==> src/rtl/mod113_mult_seq.sv <==
// ============================================================================
// Module      : mod113_mult_seq
// Description : Sequential mod-113 multiplier controller. Splits both 7-bit
//               residues into three 3-bit digits, walks the nine digit pairs
//               through an external combinational partial-product LUT bank
//               (one pair per cycle) and accumulates the returned residues
//               modulo MOD. Valid/ready handshake on both sides.
//               Optional macro MOD113_RANGE_CHK_EN: operands >= MOD bypass the
//               digit walk and complete next cycle with out_r=0, out_err=1.
// Revision    : 1.0 - initial release
// ============================================================================
`timescale 1ns/1ps
`default_nettype none

module mod113_mult_seq #(
    parameter int MOD = 113,
    parameter int W   = 7,
    parameter int DW  = 3,
    parameter int ND  = 3
) (
    input  logic          clk,
    input  logic          rst_n,
    input  logic          in_valid,
    output logic          in_ready,
    input  logic [W-1:0]  in_a,
    input  logic [W-1:0]  in_b,
    output logic [DW-1:0] pp_a,
    output logic [DW-1:0] pp_b,
    output logic [2:0]    pp_w,
    input  logic [W-1:0]  pp_r,
    output logic          out_valid,
    input  logic          out_ready,
    output logic [W-1:0]  out_r,
    output logic          out_err
);

    localparam int            c_IW    = (ND > 1) ? $clog2(ND) : 1;
    localparam int            c_PAD   = ND * DW - W;
    localparam logic [1:0]    c_IDLE  = 2'd0;
    localparam logic [1:0]    c_CALC  = 2'd1;
    localparam logic [1:0]    c_DONE  = 2'd2;
    localparam logic [W:0]    c_MOD_X = (W+1)'(MOD);
    localparam logic [c_IW-1:0] c_LAST = c_IW'(ND - 1);

    logic [1:0]         r_state;
    logic [W-1:0]       r_a;
    logic [W-1:0]       r_b;
    logic [W-1:0]       r_acc;
    logic [c_IW-1:0]    r_i;
    logic [c_IW-1:0]    r_j;
    logic [W-1:0]       r_out_r;
    logic               r_out_valid;

    logic [ND*DW-1:0]   w_a_pad;
    logic [ND*DW-1:0]   w_b_pad;
    logic [W:0]         w_sum;
    logic [W-1:0]       w_acc_next;
    logic               w_oor;

    // Zero-extend operands so the top digit can be selected like the others
    assign w_a_pad   = {{c_PAD{1'b0}}, r_a};
    assign w_b_pad   = {{c_PAD{1'b0}}, r_b};

    assign in_ready  = (r_state == c_IDLE);
    assign out_valid = r_out_valid;
    assign out_r     = r_out_r;

`ifdef MOD113_RANGE_CHK_EN
    logic r_out_err;

    assign w_oor   = (in_a >= W'(MOD)) || (in_b >= W'(MOD));
    assign out_err = r_out_err;

    // Error flag: set on an out-of-range accept, cleared when the result is taken
    always_ff @(posedge clk or negedge rst_n) begin
        if (!rst_n) begin
            r_out_err <= 1'b0;
        end else if ((r_state == c_IDLE) && in_valid && w_oor) begin
            r_out_err <= 1'b1;
        end else if ((r_state == c_DONE) && out_ready) begin
            r_out_err <= 1'b0;
        end
    end
`else
    assign w_oor   = 1'b0;
    assign out_err = 1'b0;
`endif

    // Digit pair and weight to the LUT bank; held at zero outside CALC so the bank is static
    always_comb begin
        pp_a = '0;
        pp_b = '0;
        pp_w = '0;
        if (r_state == c_CALC) begin
            pp_a = w_a_pad[r_i*DW +: DW];
            pp_b = w_b_pad[r_j*DW +: DW];
            pp_w = 3'({1'b0, r_i} + {1'b0, r_j});
        end
    end

    // Modular accumulate: both terms < MOD, so the sum < 2*MOD needs one conditional subtract
    always_comb begin
        w_sum      = {1'b0, r_acc} + {1'b0, pp_r};
        w_acc_next = w_sum[W-1:0];
        if (w_sum >= c_MOD_X) begin
            w_acc_next = W'(w_sum - c_MOD_X);
        end
    end

    // Control FSM: accept operands, walk pairs j-inner/i-outer, hold result until taken
    always_ff @(posedge clk or negedge rst_n) begin
        if (!rst_n) begin
            r_state     <= c_IDLE;
            r_a         <= '0;
            r_b         <= '0;
            r_acc       <= '0;
            r_i         <= '0;
            r_j         <= '0;
            r_out_r     <= '0;
            r_out_valid <= 1'b0;
        end else begin
            case (r_state)
                c_IDLE: begin
                    if (in_valid) begin
                        if (w_oor) begin
                            r_out_r     <= '0;
                            r_out_valid <= 1'b1;
                            r_state     <= c_DONE;
                        end else begin
                            r_a     <= in_a;
                            r_b     <= in_b;
                            r_acc   <= '0;
                            r_i     <= '0;
                            r_j     <= '0;
                            r_state <= c_CALC;
                        end
                    end
                end
                c_CALC: begin
                    r_acc <= w_acc_next;
                    if (r_j == c_LAST) begin
                        r_j <= '0;
                        if (r_i == c_LAST) begin
                            r_i         <= '0;
                            r_out_r     <= w_acc_next;
                            r_out_valid <= 1'b1;
                            r_state     <= c_DONE;
                        end else begin
                            r_i <= r_i + 1'b1;
                        end
                    end else begin
                        r_j <= r_j + 1'b1;
                    end
                end
                c_DONE: begin
                    if (out_ready) begin
                        r_out_valid <= 1'b0;
                        r_state     <= c_IDLE;
                    end
                end
                default: begin
                    r_state <= c_IDLE;
                end
            endcase
        end
    end

endmodule

`default_nettype wire

==> config.mk <==
export PLATFORM = sky130hd
export DESIGN_NAME = mod113_mult_seq
export DESIGN_NICKNAME = d
export VERILOG_FILES = /design/src/rtl/mod113_mult_seq.sv
export SDC_FILE = /design/constraint.sdc
export NUM_CORES = 1
export LEC_CHECK = 0
export ABC_AREA = 1
export BUFFER_PORTS_ARGS = -buffer_cell sky130_fd_sc_hd__buf_2
export CAP_MARGIN = 20
export CORE_MARGIN = 2
export CORE_UTILIZATION = 54
export CTS_CLUSTER_SIZE = 12
export DETAILED_ROUTE_END_ITERATION = 6
export MAX_ROUTING_LAYER = met4
export PLACE_DENSITY = 0.75
export SYNTH_ARGS = -nofsm -noshare
export SYNTH_HDL_FRONTEND = slang
export SYNTH_SLANG_ARGS = --single-unit
==> constraint.sdc <==
create_clock -name clk -period 6.09 [get_ports clk]
set_input_delay 0.609 -clock clk [delete_from_list [all_inputs] [get_ports clk]]
set_output_delay 0.609 -clock clk [all_outputs]
set_load 0.005 [all_outputs]
==> flow_summary.toml <==
[run_status]
status = "finished clean"

[final_layout]
stdcell_area_um2 = 2476
syn_to_final_growth_pct = 15.60
final_cell_mix = "125 x nand2_1, 42 x buf_2, 35 x inv_1, 35 x dfrtp_1, 30 x nand3_1"
mostFrequentLayoutCell = "nand2_1"
antenna-diode-count = 0
fill_cells = 364
nNetsFinal = 380
layout-drive-gt1-share = 0.1890

[clock_network]
clk_pin_slew_ns = 0.07
cts_root_buf = "clkbuf_8"
cts_made_buffers = 5
clk_latency_ns = 0.29
cts_setup_buffers = 0
tritoncts = "built"
hold_buffers = 0
cts_sinks = 35
ctsLongestPathBuffers = 2
cts_htree_levels = 2
ctsResizeCount = 0

[logic_synthesis]
yosysTopAreaCell = "dfrtp_1"
synth_area_um2 = 2142
synthTopCellsByArea = "dfrtp_1 41%, nand2_1 22%, nand3_1 7.0%, inv_1 6.1%, ha_1 5.8%"
synth_cells = 298
synth_area_per_cell_um2 = 7.188
yosysSeqAreaShare = 0.4089
yosys_warnings = 0
synth_cell_types = 28
syn_nets = 335
ys_ff_latch = 35
yosysTopAreaCellShare = 0.4089

[grt]
grt_pass1_wl_um = 7859
grt_pass1_vias = 1787
grt_antenna_before_repair = 0
grt-ovfl-total = 0
track_usage = 0.2414
grt_max_degree = 36

[floorplan]
start_util = 0.5722
ioPinCount = 44
die_h_um = 66.98
fp-row-count = 22
die_w_um = 66.98
core_um2 = 3744
die_area_um2 = 4486

[detailed_routing]
routed_wl_um = 4668
drc_errors = 0
drtAntennaViolNets = 0
first_pass_iters = 4
avgRoutedWirePerCell_um = 11.91
num_vias = 1912
drt_iter0_markers = 128
viasPerCell = 4.878

[setup_path]
max_stage_delay_ns = 0.65
crit_cells = 4
path_buf_inv = 1
worstPathArrival_ns = 1.96
r2r_slack_ns = 3.67
cp_max_fo = 19
reg2reg_depth = 12
r2r_end = "r_acc[6]"
path_cells = "nor2_2, nand3_1, o21ai_0, buf_2"
required_ns = 5.48
cp-end-kind = "output pin"
timing.critical_path.from = "r_state[1]"
critical_path_class = "reg2out"
timing.rr.start = "r_acc[0]"
start_kind = "flip-flop"
endpoint = "pp_a[1]"
crit_family = "simple AND/OR/NAND/NOR gates"
slowest_stage = "nor2_2"

[sta]
fin_worst_skew_ns = 0.008598
setup_violations = 0
worst_slew_pin_slew_ns = 0.7973
max_clock_freq_mhz = 388.6
rsz0062_at_grt = "no"
finalMaxSlewViolations = 0
slew_headroom = 0.4679
hold_viol = 0
fin_crit_sh = 0.4226
final.setup.tns_ns = 0
layout_min_cycle_time_ns = 2.574

[worst_hold_path]
worstHoldPathType = "in2async"

[run]
cap_violations = 0

[power_and_ir_drop]
peakVddDrop_uv = 318.2
power_frac_comb = 0.598
leakage_nw = 1.441
powerDensity_nw_per_um2 = 587.2
switching_share = 0.4812
p_clk_frac = 0.111
p_sw_mw = 0.6997
intPower_mw = 0.7543
power_frac_seq = 0.291

[placement]
place_congestion = 0.8764
place_area_um2 = 2392
dpl.hpwl_um = 3529
numPortBuffers = 42
-- final cells by class --
class / instances / area (um2) / share of cell area
inverters: 38 / 142.6 / 0.05761
clock inverters: 3 / 15.01 / 0.006064
repair buffers: 42 / 210.2 / 0.08489
flip-flops and latches: 35 / 875.8 / 0.3537
clock buffers: 5 / 68.82 / 0.02779
well taps: 48 / 60.06 / 0.02425
multi-input cells: 221 / 1104 / 0.4457
-- power by group through the flow --
stage	Sequential [mW]	Clock (mW)	Combinational (mW)
final	0.423	0.162	0.869
after global routing	0.437	0.174	1.01
after CTS	0.423	0.164	0.871
after detailed placement	0.425	0	0.866
after global placement	0.424	0	0.842
after floorplan	0.408	0	0.651
-- sequential cells by signal (all words and copies together) (netlist names) --
register   count
r_a            7
r_b            7
r_acc          7
r_j            2
r_i            2
r_state        2
out_r          7
out_valid      1
-- worst min path at each step --
stage	startpoint	cells after the start	slack, ns	to
floorplan	rst_n	0	0.31	out_r[0]
global placement	out_r[2]	2	0.46	out_r[2]
detailed placement	out_r[0]	2	0.46	out_r[0]
CTS	rst_n	1	0.40	r_acc[0]
global route	rst_n	1	0.44	r_acc[0]
finish	rst_n	1	0.37	r_acc[0]
-- kinds of logic (layout without fill, tap and decap cells) --
logic type / Yosys count / after routing / share of synthesized area
and+or+nand+nor: 186 / 186 / 0.3680
buffers and inverters: 42 / 88 / 0.07594
DFF: 35 / 35 / 0.4089
AOI/OAI and AO/OA: 19 / 19 / 0.05608
adders and majority gates: 12 / 12 / 0.07710
xor gates and xnor gates: 3 / 3 / 0.01227
other: 1 / 1 / 0.001751
-- stage by stage --
step | total power, mW | worst slack, ns | utilization | hold WS (ns) | std cells
floorplan | 1.059 | 3.685 | - | 0.3134 | 298
global placement | 1.266 | 3.438 | 0.6390 | 0.4611 | 384
detailed placement | 1.291 | 3.375 | 0.6390 | 0.4645 | 384
CTS | 1.457 | 3.498 | 0.6614 | 0.4031 | 392
global route | 1.621 | 3.310 | 0.6614 | 0.4370 | 392
finish | 1.454 | 3.516 | 0.6614 | 0.3723 | 392
-- synthesized netlist by cell type (all sizes together) --
| library cell | number |
|---|---|
| clkinv | 1 |
| a31oi | 1 |
| nand4 | 3 |
| a22oi | 2 |
| fa | 2 |
| xnor2 | 1 |
| a21oi | 4 |
| conb | 1 |
| clkbuf | 2 |
| ha | 10 |
| o21bai | 1 |
| o21a | 1 |
| nor3 | 1 |
| o211ai | 1 |
| o21ai | 9 |
| buf | 2 |
| nor2 | 18 |
| dfrtp | 35 |
| nand3 | 33 |
| nand2 | 130 |
| inv | 37 |
| xor2 | 2 |
| or2 | 1 |
-- routing by layer --
layer  up-vias  GRT usage  wire length [um]  share of wire
met4         0    0.05612                39         0.0084
met5         -          -                 0              0
li1       1018          -                 -              -
met3         4    0.05574               230          0.049
met2        44     0.3575              2008           0.43
met1       846     0.3380              2390           0.51
-- worst reg2reg max path, stage by stage (launching register included) --
cell	delay, ns
dfrtp_1	0.39
ha_1	0.23
fa_1	0.53
inv_1	0.08
ha_1	0.23
inv_1	0.06
nor2_1	0.05
nand4_1	0.15
nand2_2	0.08
o21bai_4	0.21
nand3_1	0.13
nand3_1	0.11
nand2_1	0.06
Note: power is estimated with default switching activity, not from simulation.
